$ cat config.mk
export PLATFORM = sky130hd
export DESIGN_NAME = trigger_ctrl
export DESIGN_NICKNAME = d
export VERILOG_FILES = /design/src/rtl/trigger_ctrl.sv
export SDC_FILE = /design/constraint.sdc
export NUM_CORES = 1
export LEC_CHECK = 0
export ABC_AREA = 1
export BUFFER_PORTS_ARGS = -buffer_cell sky130_fd_sc_hd__buf_2
export CORE_MARGIN = 5
export CORE_UTILIZATION = 52
export CTS_CLUSTER_DIAMETER = 40
export DETAILED_ROUTE_END_ITERATION = 8
export GPL_TIMING_DRIVEN = 0
export PLACE_DENSITY = 0.89
export SYNTH_ARGS = -nofsm -noshare
export SYNTH_HDL_FRONTEND = slang
export SYNTH_SLANG_ARGS = --single-unit
$ cat constraint.sdc
create_clock -name clk -period 2.6 [get_ports clk]
set_clock_uncertainty 0.15 [all_clocks]
set_input_delay 0.52 -clock clk [delete_from_list [all_inputs] [get_ports clk]]
set_output_delay 0.52 -clock clk [all_outputs]
set_load 0.05 [all_outputs]
$ cat src/rtl/trigger_ctrl.sv
// Trigger controller: qualifies per-channel triggers under an enable mask (AND/OR),
// fires on a rising edge while armed, then counts post-trigger samples to completion.
module trigger_ctrl #(
    parameter int NUM_CH = 6,
    parameter int CNT_W  = 9
) (
    input  logic              clk,
    input  logic              rst,
    input  logic [NUM_CH-1:0] ch_trig,
    input  logic [NUM_CH-1:0] ch_en,
    input  logic              trig_mode,
    input  logic              armed,
    input  logic              smpl,
    input  logic [CNT_W-1:0]  trig_pos,
    input  logic              set_capture_done,
    output logic              triggered,
    output logic              post_done,
    output logic [CNT_W-1:0]  post_cnt
);

    typedef enum logic [1:0] {
        IDLE,
        ARMED,
        TRIG,
        DONE
    } state_t;

    localparam logic [CNT_W-1:0] CNT_MAX = '1;

    state_t             state_q, state_d;
    logic               cond, cond_q, cond_d, cond_edge;
    logic [CNT_W-1:0]   post_cnt_q, post_cnt_d;
    logic [CNT_W-1:0]   pos_q, pos_d;
    logic               triggered_q, triggered_d;
    logic               post_done_q, post_done_d;

    // An empty enable mask must never qualify, even in AND mode.
    always_comb begin
        if (trig_mode) begin
            cond = |(ch_trig & ch_en);
        end else begin
            cond = (&(ch_trig | ~ch_en)) & (|ch_en);
        end
    end

    assign cond_d    = cond;
    assign cond_edge = cond & ~cond_q;

    always_comb begin
        // NOTE: every _d gets a default first so no path leaves it unassigned and no latch is inferred.
        state_d    = state_q;
        post_cnt_d = post_cnt_q;
        pos_d      = pos_q;

        if (set_capture_done) begin
            state_d    = IDLE;
            post_cnt_d = '0;
        end else begin
            case (state_q)
                IDLE: begin
                    if (armed) state_d = ARMED;
                end
                ARMED: begin
                    if (!armed) begin
                        state_d = IDLE;
                    end else if (cond_edge) begin
                        state_d    = TRIG;
                        post_cnt_d = '0;
                        pos_d      = trig_pos;
                    end
                end
                TRIG: begin
                    if (smpl && (post_cnt_q != CNT_MAX)) post_cnt_d = post_cnt_q + CNT_W'(1);
                    if (post_cnt_q >= pos_q) state_d = DONE;
                end
                DONE: begin
                end
                default: state_d = IDLE;
            endcase
        end

        triggered_d = (state_d == TRIG) || (state_d == DONE);
        post_done_d = (state_d == DONE) && (state_q != DONE);
    end

    always_ff @(posedge clk) begin
        // NOTE: state is updated with non-blocking assignments so all flops sample pre-edge values.
        if (rst) begin
            state_q     <= IDLE;
            cond_q      <= 1'b0;
            post_cnt_q  <= '0;
            pos_q       <= '0;
            triggered_q <= 1'b0;
            post_done_q <= 1'b0;
        end else begin
            state_q     <= state_d;
            cond_q      <= cond_d;
            post_cnt_q  <= post_cnt_d;
            pos_q       <= pos_d;
            triggered_q <= triggered_d;
            post_done_q <= post_done_d;
        end
    end

    assign triggered = triggered_q;
    assign post_done = post_done_q;
    assign post_cnt  = post_cnt_q;

endmodule

==> insert_results.sql, run 1 <==
INSERT INTO impl_metrics (metric_group, metric, value, unit) VALUES
('synth', 'synth.yosys.seq_area_share', '30.9', '%'),
('pwr', 'totalPowerFinal', '616', 'uW'),
('synth', 'post_synth_mux_area_share', '0', '%'),
('floorplanning', 'core_area', '0.00276', 'sq mm'),
('synth', 'synth_area_per_cell', '6.78', 'sq um'),
('critical_path', 'r2r_start', 'post_cnt[0]$_SDFFE_PP0P_', ''),
('critical_path', 'critical_path_required', '2710', 'ps'),
('synth', 'synth_top_family_by_area', 'simple AND/OR/NAND/NOR gates', ''),
('clock_network', 'postCtsResizedCells', '0', ''),
('pwr', 'vdd_ir_drop_max', '332', 'uV'),
('routing', 'first_iter_violations', '80', ''),
('run', 'max-cap-violations', '0', ''),
('sta', 'layout_worst_path_cycle_share', '84.1', '%'),
('floorplanning', 'dieWidth', '63.6', 'um'),
('clock_network', 'cts.reportedPaths.clkPinSlew', '130', 'ps'),
('critical_path', 'setup.worst_path.end_class', 'flop', ''),
('min_path', 'holdCritPathClass', 'in2reg', ''),
('critical_path', 'worst_ep_arrival_time', '2300', 'ps'),
('finish', 'seqCellArea', '460', 'sq um'),
('routing', 'vias', '1504', ''),
('clock_network', 'clock-sinks', '23', ''),
('clock_network', 'cts_post_setup_buffers_inserted', '0', ''),
('finish', 'layout-drive-gt1-share', '20.3', '%'),
('pwr', 'pwrdens', '353', 'mW/mm^2'),
('global_routing', 'initial_antenna_violation_count', '0', ''),
('global_routing', 'grt_start_max_net_pins', '14', ''),
('global_routing', 'grt_first_pass_wirelength', '5630', 'um'),
('synth', 'syn_inst', '220', ''),
('sta', 'holdWs', '272', 'ps'),
('routing', 'total_routed_length', '3270', 'um'),
('global_routing', 'number_of_global_route_vias_before_repair', '1407', ''),
('clock_network', 'maximum_number_of_buffers_from_clock_root_to_sink', '2', ''),
('finish', 'area_delta_synth_final', '16.9', '%'),
('global_routing', 'track_usage', '16.6', '%'),
('sta', 'worst_slew_pin_slew', '503', 'ps'),
('outcome', 'run_status', 'finished, final reports clean', ''),
('synth', 'synthesis.area', '0.00149', 'sq mm'),
('synth', 'yosys.area_share.xor_xnor', '1.76', '%'),
('clock_network', 'cts_tree', 'done', ''),
('synth', 'synth_top_area_cell', 'sky130_fd_sc_hd__dfxtp_1', ''),
('finish', 'n_fill_cell', '276', ''),
('synth', 'synth.ff_latch_count', '23', ''),
('floorplanning', 'die-height', '63.6', 'um'),
('sta', 'final.setup.tns', '0', 'ps'),
('critical_path', 'cp_bufs_invs', '1', ''),
('floorplanning', 'ioPinCount', '38', ''),
('synth', 'synth_nets', '258', ''),
('floorplanning', 'fp-row-count', '19', ''),
('critical_path', 'crit_path_max_fanout', '10', ''),
('finish', 'nNetsFinal', '300', ''),
('finish', 'multi_input_comb_area', '873', 'sq um'),
('critical_path', 'cp-startpoint', 'post_cnt[0]$_SDFFE_PP0P_', ''),
('synth', 'synthSimpleGateAreaFrac', '40.5', '%'),
('routing', 'drt-vias-per-instance', '5.15', ''),
('global_routing', 'grt_remaining_overflow', '0', ''),
('clock_network', 'worst_skew_pair.late_latency', '320', 'ps'),
('sta', 'worst_slew_margin_rel', '66.4', '%'),
('synth', 'compound_gate_portion_of_the_synthesized_area', '7.05', '%'),
('critical_path', 'critical_path_class', 'reg2reg', ''),
('synth', 'yosys_warnings', '0', ''),
('synth', 'yosys-top-cells-area', 'sky130_fd_sc_hd__dfxtp_1, sky130_fd_sc_hd__nand2_1, sky130_fd_sc_hd__ha_1', ''),
('clock_network', 'cts_buffers', '3', ''),
('sta', 'timing_hold_violations_final', '0', ''),
('finish', 'insertedDiodeCount', '0', ''),
('synth', 'synthDistinctLibCells', '25', ''),
('clock_network', 'cts_hold_buffers', '0', ''),
('sta', 'achievable-frequency', '457', 'MHz'),
('synth', 'synth_adder_area_share', '9.23', '%'),
('sta', 'finalSetupViolations', '0', ''),
('synth', 'synth_top_area_share', '30.9', '%'),
('routing', 'ant_nets', '0', '');
state kept, by name, summed over array words and instances, names as in the netlist:
register,cells
state_q,2
post_cnt,9
triggered,1
cond_q,1
pos_q,9
post_done,1
worst reg2reg max path, cell delays in order, from the launching register on:
cell and delay, ps:
sky130_fd_sc_hd__dfxtp_1 450, sky130_fd_sc_hd__ha_1 220, sky130_fd_sc_hd__nand3_1 140, sky130_fd_sc_hd__nor4_1 270, sky130_fd_sc_hd__ha_1 210, sky130_fd_sc_hd__nand3b_1 100
sky130_fd_sc_hd__o21ai_0 120, sky130_fd_sc_hd__clkbuf_4 220, sky130_fd_sc_hd__nand3_1 90, sky130_fd_sc_hd__nand2_1 80, sky130_fd_sc_hd__nor2_1 100
cell type report:
class                           instances  share of cell area, %
Clock buffer                            3                   1.29
Multi-Input combinational cell        161                   50.1
Tap cell                               31                   2.23
Sequential cell                        23                   26.4
Timing Repair Buffer                   37                   10.6
Clock inverter                          1                  0.287
Buffer                                  5                   2.37
Inverter                               31                   6.68
per-layer routing:
layer / global-route usage (%) / wire [um]
met1: 20.0 / 1450
met2: 29.3 / 1560
met3: 3.55 / 224
met4: 4.42 / 31
met5: 0 / 0
worst paths after layout:
path | to | slack (ps) | cells past startpoint
worst max-delay path | post_cnt[8]$_SDFFE_PP0P_ | 410 | 10
worst min-delay path | pos_q[2]$_SDFFE_PP0P_ | 270 | 2
worst max register to register | post_cnt[8]$_SDFFE_PP0P_ | 410 | 10
worst min register to register | pos_q[0]$_SDFFE_PP0P_ | 340 | 2
synthesized netlist by cell type:
cell type and number:
sky130_fd_sc_hd__nand2_1 52, sky130_fd_sc_hd__buf_4 1, sky130_fd_sc_hd__nand2_2 3, sky130_fd_sc_hd__nor2_1 29, sky130_fd_sc_hd__nor3b_1 9, sky130_fd_sc_hd__clkbuf_4 1, sky130_fd_sc_hd__o21ai_0 4, sky130_fd_sc_hd__nor3_1 3
sky130_fd_sc_hd__nand4_2 1, sky130_fd_sc_hd__nor3b_2 2, sky130_fd_sc_hd__nand4_1 3, sky130_fd_sc_hd__clkbuf_1 1, sky130_fd_sc_hd__buf_6 2, sky130_fd_sc_hd__a21oi_1 16, sky130_fd_sc_hd__nand3_2 1, sky130_fd_sc_hd__inv_1 31
sky130_fd_sc_hd__xor2_1 2, sky130_fd_sc_hd__nand3_1 15, sky130_fd_sc_hd__nor4_1 1, sky130_fd_sc_hd__xnor2_1 1, sky130_fd_sc_hd__dfxtp_1 23, sky130_fd_sc_hd__nand3b_1 6, sky130_fd_sc_hd__ha_1 11, sky130_fd_sc_hd__or2_2 1
sky130_fd_sc_hd__o21ai_1 1
power breakdown:
group / switching, mW / internal (mW) / leakage [nW]
logic: 0.0508 / 0.0375 / 0.690
clock network: 0.111 / 0.0576 / 0.0177
registers: 0.00223 / 0.357 / 0.186
total: 0.164 / 0.452 / 0.893
logic make-up after synthesis:
group | count (synthesis)
AO/OA/AOI/OAI | 21
adder cells (fa/ha/maj) | 11
AND/OR/NAND/NOR | 126
flip-flops | 23
XOR/XNOR | 3
buffers and inverters | 36
stage by stage:
| stage | cells | utilization [%] | worst slack (ps) |
|---|---|---|---|
| 3_3_place_gp | 288 | 62.2 | 511 |
| 5_1_grt | 292 | 63.2 | 218 |
| 2_1_floorplan | 220 | - | 348 |
| 3_5_place_dp | 288 | 62.2 | 462 |
| 6_report | 292 | 63.2 | 414 |
| 4_1_cts | 292 | 63.2 | 421 |
Note: power is estimated with default switching activity, not from simulation.
==> run 2, diff against run 1 <==
--- a/config.mk
+++ b/config.mk
@@ -8,11 +8,11 @@
 export ABC_AREA = 1
 export BUFFER_PORTS_ARGS = -buffer_cell sky130_fd_sc_hd__buf_2
 export CORE_MARGIN = 5
-export CORE_UTILIZATION = 52
+export CORE_UTILIZATION = 47
 export CTS_CLUSTER_DIAMETER = 40
 export DETAILED_ROUTE_END_ITERATION = 8
 export GPL_TIMING_DRIVEN = 0
-export PLACE_DENSITY = 0.89
+export PLACE_DENSITY = 0.86
 export SYNTH_ARGS = -nofsm -noshare
 export SYNTH_HDL_FRONTEND = slang
 export SYNTH_SLANG_ARGS = --single-unit
==> constraint.sdc (replaced) <==
create_clock -name clk -period 1.8 [get_ports clk]
set_clock_uncertainty 0.15 [all_clocks]
set_input_delay 0.36 -clock clk [delete_from_list [all_inputs] [get_ports clk]]
set_output_delay 0.36 -clock clk [all_outputs]
set_load 0.05 [all_outputs]
==> run 2 against run 1 <==
Final area grew 7.0%. Global-route usage rose by 0.085 points. Via count fell by 1.0%. Die area rose by 8.9%. Count of clock-buffer cells in the layout stayed put. Core utilization is 2.1 points lower. Clock power rose by 52%. First-iteration DRC count increased by 71%. Combinational power is 49% higher. Critical path type unchanged. Fmax grew 23%. Largest cell class unchanged. Register-to-register slack lost 390 ps.
==> insert_results.sql, run 2 (synthesized netlist as in run 1, its figures left out) <==
INSERT INTO impl_metrics (metric_group, metric, value, unit) VALUES
('outcome', 'run_status', 'finished, final reports clean', ''),
('placement', 'dp_slack', '-119', 'ps'),
('sta', 'post-route-min-period', '1780', 'ps'),
('finish', 'insertedDiodeCount', '0', ''),
('routing', 'ant_nets', '0', ''),
('placement', 'hpwl', '2640', 'um'),
('floorplanning', 'ioPinCount', '38', ''),
('pwr', 'p_clk_share', '28.5', '%'),
('critical_path', 'worst_ep_arrival_time', '1900', 'ps'),
('run', 'max-cap-violations', '0', ''),
('clock_network', 'cts.reportedPaths.clkPinSlew', '130', 'ps'),
('min_path', 'worst_hold_path.num_cells', '2', ''),
('clock_network', 'clock-sinks', '23', ''),
('finish', 'commonest_non_fill_non_tap_cell_in_the_layout', 'sky130_fd_sc_hd__nand2_1', ''),
('min_path', 'holdCritPathClass', 'in2reg', ''),
('pwr', 'vdd_ir_drop_max', '353', 'uV'),
('finish', 'postLayoutCoreUtil', '61.1', '%'),
('routing', 'drcViolationCount', '0', ''),
('floorplanning', 'design.die.area', '0.00440', 'sq mm'),
('sta', 'timing_hold_violations_final', '0', ''),
('critical_path', 'ff2ff_setup_slack', '20', 'ps'),
('finish', 'seqCellArea', '479', 'sq um'),
('critical_path', 'r2r_end', 'post_cnt[8]$_SDFFE_PP0P_', ''),
('floorplanning', 'fp-row-count', '20', ''),
('pwr', 'totalPowerFinal', '904', 'uW'),
('clock_network', 'cts_buffers', '3', ''),
('sta', 'worst_slew_pin_slew', '465', 'ps'),
('pwr', 'power_leakage', '0.929', 'nW'),
('routing', 'first_pass_iters', '4', ''),
('sta', 'achievable-frequency', '562', 'MHz'),
('critical_path', 'critical_path_required', '1920', 'ps'),
('critical_path', 'number_of_cells_traversed_by_the_worst_register_to_register_path', '10', ''),
('sta', 'worst_slack', '19.1', 'ps'),
('global_routing', 'grt_remaining_overflow', '0', ''),
('clock_network', 'cts_hold_buffers', '0', ''),
('sta', 'worst_slew_margin_rel', '69.0', '%'),
('clock_network', 'htree_levels', '1', ''),
('critical_path', 'crit_path_max_fanout', '10', ''),
('routing', 'vias', '1489', ''),
('routing', 'first_iter_violations', '137', ''),
('sta', 'grt_setup_unrepaired', 'yes', ''),
('finish', 'nNetsFinal', '302', ''),
('sta', 'finalSetupViolations', '0', ''),
('routing', 'total_routed_length', '3370', 'um'),
('finish', 'mostFrequentLayoutCells', 'sky130_fd_sc_hd__nand2_1, sky130_fd_sc_hd__buf_2, sky130_fd_sc_hd__inv_1', ''),
('clock_network', 'worst_skew_pair.late_latency', '330', 'ps'),
('global_routing', 'track_usage', '16.7', '%'),
('pwr', 'pwrdens', '485', 'mW/mm^2'),
('finish', 'final_cells', '307', ''),
('critical_path', 'critical_path_class', 'reg2reg', ''),
('finish', 'area_delta_synth_final', '25.1', '%'),
('finish', 'multi_input_comb_area', '937', 'sq um'),
('placement', 'globalplace.congestion', '0.884', ''),
('critical_path', 'timing.critical_path.from_type', 'flop', ''),
('routing', 'drt-wirelength-per-cell', '11.0', 'um'),
('sta', 'final.setup.tns', '0', 'ps'),
('finish', 'layout-drive-gt1-share', '27.4', '%'),
('clock_network', 'cts_tree', 'done', ''),
('finish', 'n_fill_cell', '317', ''),
('floorplanning', 'core_area', '0.00305', 'sq mm'),
('global_routing', 'initial_antenna_violation_count', '0', ''),
('clock_network', 'maximum_number_of_buffers_from_clock_root_to_sink', '2', ''),
('clock_network', 'clock-root-buffer', 'sky130_fd_sc_hd__clkbuf_4', ''),
('global_routing', 'grt_first_pass_wirelength', '5720', 'um'),
('global_routing', 'grt_start_max_net_pins', '15', ''),
('critical_path', 'setup.worst_path.end_class', 'flop', ''),
('pwr', 'p_int', '655', 'uW'),
('sta', 'layout_worst_path_cycle_share', '98.9', '%'),
('min_path', 'worst_min_delay_path_startpoint', 'rst', ''),
('sta', 'maxSlewViolCount', '0', ''),
('global_routing', 'number_of_global_route_vias_before_repair', '1390', ''),
('placement', 'portBuffers', '37', ''),
('min_path', 'min_delay_worst_endpoint', 'pos_q[1]$_SDFFE_PP0P_', ''),
('pwr', 'netSwitchingFraction', '27.6', '%'),
('pwr', 'power.combinational.fraction', '14.6', '%'),
('placement', 'placed_cells_incl_taps', '301', ''),
('pwr', 'switching_power', '250', 'uW'),
('floorplanning', 'start_util', '48.9', '%'),
('critical_path', 'r2r_start', 'post_cnt[1]$_SDFFE_PP0P_', ''),
('floorplanning', 'dieWidth', '66.3', 'um'),
('routing', 'drt-vias-per-instance', '4.85', ''),
('floorplanning', 'die-height', '66.3', 'um'),
('pwr', 'power_frac_seq', '56.9', '%');
## run 2: changes by cell type in the layout (fill, tap and decap cells not counted), moves of 2 or more
cell,previous run,this run
sky130_fd_sc_hd__buf_4,1,3
sky130_fd_sc_hd__a21oi_1,16,14
sky130_fd_sc_hd__dfxtp_2,0,6
sky130_fd_sc_hd__a21oi_2,0,2
sky130_fd_sc_hd__dfxtp_4,0,3
sky130_fd_sc_hd__nand3_1,15,13
sky130_fd_sc_hd__ha_1,11,9
sky130_fd_sc_hd__dfxtp_1,23,14
## run 2: how the worst max path moves through the flow
stage / from / endpoint / slack [ps] / cells past startpoint
floorplan: post_cnt[1]$_SDFFE_PP0P_ / post_cnt[1]$_SDFFE_PP0P_ / -40 / 10
global placement: post_cnt[1]$_SDFFE_PP0P_ / post_cnt[1]$_SDFFE_PP0P_ / -100 / 10
detailed placement: post_cnt[1]$_SDFFE_PP0P_ / post_cnt[8]$_SDFFE_PP0P_ / -120 / 10
CTS: post_cnt[4]$_SDFFE_PP0P_ / post_cnt[8]$_SDFFE_PP0P_ / 5 / 9
global route: post_cnt[1]$_SDFFE_PP0P_ / post_cnt[8]$_SDFFE_PP0P_ / -120 / 10
finish: post_cnt[1]$_SDFFE_PP0P_ / post_cnt[8]$_SDFFE_PP0P_ / 20 / 10
## run 2: worst max-delay path, stage by stage, from the launching register on
cell and delay (ps):
sky130_fd_sc_hd__dfxtp_4 390, sky130_fd_sc_hd__ha_4 150, sky130_fd_sc_hd__nand3_4 90, sky130_fd_sc_hd__nor4_4 170
sky130_fd_sc_hd__ha_2 200, sky130_fd_sc_hd__nand3b_1 110, sky130_fd_sc_hd__o21ai_2 90, sky130_fd_sc_hd__buf_8 150
sky130_fd_sc_hd__nand3b_1 80, sky130_fd_sc_hd__nand2_1 50, sky130_fd_sc_hd__nor2_1 90
## run 2: through the flow
step                cell area (sq um)  hold WS, ps
detailed placement               1780          320
CTS                              1850         93.8
floorplan                        1540          286
global route                     1870         99.1
global placement                 1780          310
finish                           1870          115
## run 2: power by group through the flow
stage,registers (mW),clock network [mW],logic [mW]
2_1_floorplan,0.530,0,0.0762
3_3_place_gp,0.527,0,0.126
3_5_place_dp,0.528,0,0.129
4_1_cts,0.516,0.264,0.131
5_1_grt,0.516,0.281,0.149
6_report,0.515,0.257,0.132
## run 2: layout make-up
| class | count | share of cell area [%] |
|---|---|---|
| Timing Repair Buffer | 39 | 10.7 |
| Tap cell | 44 | 2.95 |
| Inverter | 31 | 6.24 |
| Sequential cell | 23 | 25.7 |
| Buffer | 5 | 2.62 |
| Multi-Input combinational cell | 161 | 50.2 |
| Clock inverter | 1 | 0.335 |
| Clock buffer | 3 | 1.21 |
## run 2: per-layer routing
metal,share of wire (%),vias up,GRT usage (%)
met1,46,643,20.7
met5,0,-,0
met3,6.0,6,3.74
li1,-,797,-
met4,1.5,0,6.35
met2,47,43,27.8
## run 2: timing repair
| action | 4_1_cts | 5_1_grt |
|---|---|---|
| pin swaps | 2 | 0 |
| buffers inserted | 2 | 0 |
| setup endpoints to repair | 9 | 11 |
| gates resized for setup | 5 | 4 |
==> run 3, diff against run 2 <==
--- a/config.mk
+++ b/config.mk
@@ -7,9 +7,10 @@
 export LEC_CHECK = 0
 export ABC_AREA = 1
 export BUFFER_PORTS_ARGS = -buffer_cell sky130_fd_sc_hd__buf_2
+export CORE_ASPECT_RATIO = 0.6
 export CORE_MARGIN = 5
 export CORE_UTILIZATION = 47
-export CTS_CLUSTER_DIAMETER = 40
+export CTS_CLUSTER_DIAMETER = 200
 export DETAILED_ROUTE_END_ITERATION = 8
 export GPL_TIMING_DRIVEN = 0
 export PLACE_DENSITY = 0.86
==> run 3 against run 2 <==
Final area increased by 1.3%. Register-to-register slack about the same. Fmax is 0.46% lower. Worst hold slack improved by 72 ps. Combinational power grew 5%. Critical endpoint unchanged. Sequential power about the same. Critical path type unchanged. Cell count is 0.33% lower. Wire length grew 10%. Via count increased by 1.3%.
==> insert_results.sql, run 3 (synthesized netlist as in run 1, its figures left out) <==
INSERT INTO impl_metrics (metric_group, metric, value, unit) VALUES
('outcome', 'run_status', 'finished, final reports clean', ''),
('finish', 'final_cells', '306', ''),
('critical_path', 'crit_path_max_fanout', '10', ''),
('critical_path', 'critical_path_required', '1860', 'ps'),
('floorplanning', 'design.die.area', '0.00444', 'sq mm'),
('placement', 'portBuffers', '37', ''),
('sta', 'worst_slew_pin_slew', '502', 'ps'),
('global_routing', 'number_of_global_route_vias_before_repair', '1383', ''),
('sta', 'worst_slew_margin_rel', '66.5', '%'),
('floorplanning', 'dieWidth', '82.7', 'um'),
('finish', 'postLayoutCoreUtil', '64.1', '%'),
('sta', 'timing_hold_violations_final', '0', ''),
('clock_network', 'worst_skew_pair.late_latency', '270', 'ps'),
('routing', 'drcViolationCount', '0', ''),
('placement', 'hpwl', '2850', 'um'),
('critical_path', 'critical_path_class', 'reg2reg', ''),
('sta', 'maxSlewViolCount', '0', ''),
('floorplanning', 'fp-row-count', '15', ''),
('finish', 'commonest_non_fill_non_tap_cell_in_the_layout', 'sky130_fd_sc_hd__nand2_1', ''),
('clock_network', 'maximum_number_of_buffers_from_clock_root_to_sink', '2', ''),
('finish', 'insertedDiodeCount', '0', ''),
('placement', 'globalplace.congestion', '0.887', ''),
('sta', 'post-route-min-period', '1790', 'ps'),
('clock_network', 'clock-root-buffer', 'sky130_fd_sc_hd__clkbuf_8', ''),
('run', 'max-cap-violations', '0', ''),
('critical_path', 'number_of_cells_traversed_by_the_worst_register_to_register_path', '10', ''),
('finish', 'multi_input_comb_area', '940', 'sq um'),
('routing', 'first_iter_violations', '155', ''),
('clock_network', 'clock-sinks', '23', ''),
('floorplanning', 'ioPinCount', '38', ''),
('min_path', 'worst_hold_path.num_cells', '2', ''),
('clock_network', 'cts.reportedPaths.clkPinSlew', '80', 'ps'),
('placement', 'placed_cells_incl_taps', '299', ''),
('routing', 'ant_nets', '0', ''),
('critical_path', 'r2r_start', 'post_cnt[1]$_SDFFE_PP0P_', ''),
('pwr', 'power_leakage', '0.938', 'nW'),
('routing', 'total_routed_length', '3730', 'um'),
('global_routing', 'track_usage', '18.2', '%'),
('critical_path', 'worst_ep_arrival_time', '1850', 'ps'),
('global_routing', 'grt_start_max_net_pins', '13', ''),
('min_path', 'holdCritPathClass', 'in2reg', ''),
('critical_path', 'timing.critical_path.from_type', 'flop', ''),
('min_path', 'min_delay_worst_endpoint', 'pos_q[2]$_SDFFE_PP0P_', ''),
('floorplanning', 'start_util', '50.6', '%'),
('min_path', 'worst_min_delay_path_startpoint', 'rst', ''),
('critical_path', 'ff2ff_setup_slack', '10', 'ps'),
('pwr', 'pwrdens', '520', 'mW/mm^2'),
('critical_path', 'critical_path.max_stage_delay', '370', 'ps'),
('critical_path', 'critical_path.most_common_cell', 'sky130_fd_sc_hd__nand3b_1', ''),
('global_routing', 'initial_antenna_violation_count', '0', ''),
('global_routing', 'grt_first_pass_wirelength', '6160', 'um'),
('finish', 'area_delta_synth_final', '26.7', '%'),
('finish', 'mostFrequentLayoutCells', 'sky130_fd_sc_hd__nand2_1, sky130_fd_sc_hd__buf_2, sky130_fd_sc_hd__inv_1', ''),
('clock_network', 'cts_tree', 'done', ''),
('sta', 'grt_setup_unrepaired', 'yes', ''),
('critical_path', 'critical_path.cell_chain', 'ha_4 -> nand3_4 -> nor4_4 -> ha_2 -> nand3b_1 -> o21ai_2 -> buf_8 -> nand3b_1 -> nand2_1 -> nor2_1', ''),
('clock_network', 'cts_buffers', '3', ''),
('sta', 'finalSetupViolations', '0', ''),
('finish', 'layout-drive-gt1-share', '27.7', '%'),
('global_routing', 'grt_remaining_overflow', '0', ''),
('placement', 'dp_slack', '-218', 'ps'),
('sta', 'holdWs', '187', 'ps'),
('routing', 'vias', '1509', ''),
('critical_path', 'r2r_end', 'post_cnt[8]$_SDFFE_PP0P_', ''),
('sta', 'final.setup.tns', '0', 'ps'),
('floorplanning', 'die-height', '53.6', 'um'),
('floorplanning', 'core_area', '0.00295', 'sq mm'),
('finish', 'nNetsFinal', '303', ''),
('sta', 'achievable-frequency', '559', 'MHz'),
('routing', 'drt-wirelength-per-cell', '12.2', 'um'),
('clock_network', 'htree_levels', '1', ''),
('routing', 'first_pass_iters', '4', ''),
('finish', 'seqCellArea', '479', 'sq um'),
('pwr', 'vdd_ir_drop_max', '393', 'uV'),
('sta', 'layout_worst_path_cycle_share', '99.4', '%'),
('routing', 'drt-vias-per-instance', '4.93', ''),
('critical_path', 'slowest_stage_cell_cp', 'sky130_fd_sc_hd__dfxtp_4', ''),
('finish', 'n_fill_cell', '276', ''),
('clock_network', 'cts_hold_buffers', '0', ''),
('critical_path', 'setup.worst_path.end_class', 'flop', ''),
('sta', 'worst_slack', '10.8', 'ps');
run 3: where the power goes:
part | total (mW) | switching [mW] | internal [mW]
Combinational | 0.138 | 0.0809 | 0.0572
Sequential | 0.514 | 0.00333 | 0.511
Clock | 0.330 | 0.171 | 0.158
run 3: how the worst max path moves through the flow:
stage | from | slack [ps] | end | cells after the start
6_report | post_cnt[1]$_SDFFE_PP0P_ | 10 | post_cnt[8]$_SDFFE_PP0P_ | 10
4_1_cts | post_cnt[1]$_SDFFE_PP0P_ | 3 | post_cnt[8]$_SDFFE_PP0P_ | 10
3_5_place_dp | post_cnt[1]$_SDFFE_PP0P_ | -220 | post_cnt[8]$_SDFFE_PP0P_ | 10
3_3_place_gp | post_cnt[1]$_SDFFE_PP0P_ | -210 | post_cnt[8]$_SDFFE_PP0P_ | 10
5_1_grt | post_cnt[1]$_SDFFE_PP0P_ | -90 | post_cnt[8]$_SDFFE_PP0P_ | 10
2_1_floorplan | post_cnt[1]$_SDFFE_PP0P_ | -40 | post_cnt[1]$_SDFFE_PP0P_ | 10
run 3: worst max-delay path, delay by kind of cell (launching register included):
kind            cells  cell delay (ps)
simple gates        6              610
compound gates      1              100
fa+ha+maj           2              360
buf+inv             1              150
flops               1              370
run 3: repair_timing:
| action | in CTS | in global routing |
|---|---|---|
| pin swaps | 2 | 0 |
| setup buffers | 2 | 1 |
| endpoints found under the setup margin | 9 | 11 |
| resized for setup | 4 | 6 |
run 3: final cells by class:
cell class	count	area share, %
Sequential cell	23	25.4
Timing Repair Buffer	40	11.0
Multi-Input combinational cell	161	49.7
Inverter	31	6.16
Tap cell	42	2.78
Clock buffer	4	2.38
Buffer	5	2.58
run 3: routing by layer:
metal	track usage [%]	vias up	share of wire, %
li1	-	796	-
met1	26.6	667	50
met2	27.8	44	43
met5	0	-	0
met4	2.45	0	0.27
met3	4.52	2	6.6
run 3: stage by stage:
step | power [mW] | area [sq um]
after floorplan | 0.606 | 1540
after global placement | 0.655 | 1780
after detailed placement | 0.659 | 1780
after CTS | 0.984 | 1860
after global routing | 1.03 | 1890
final | 0.982 | 1890
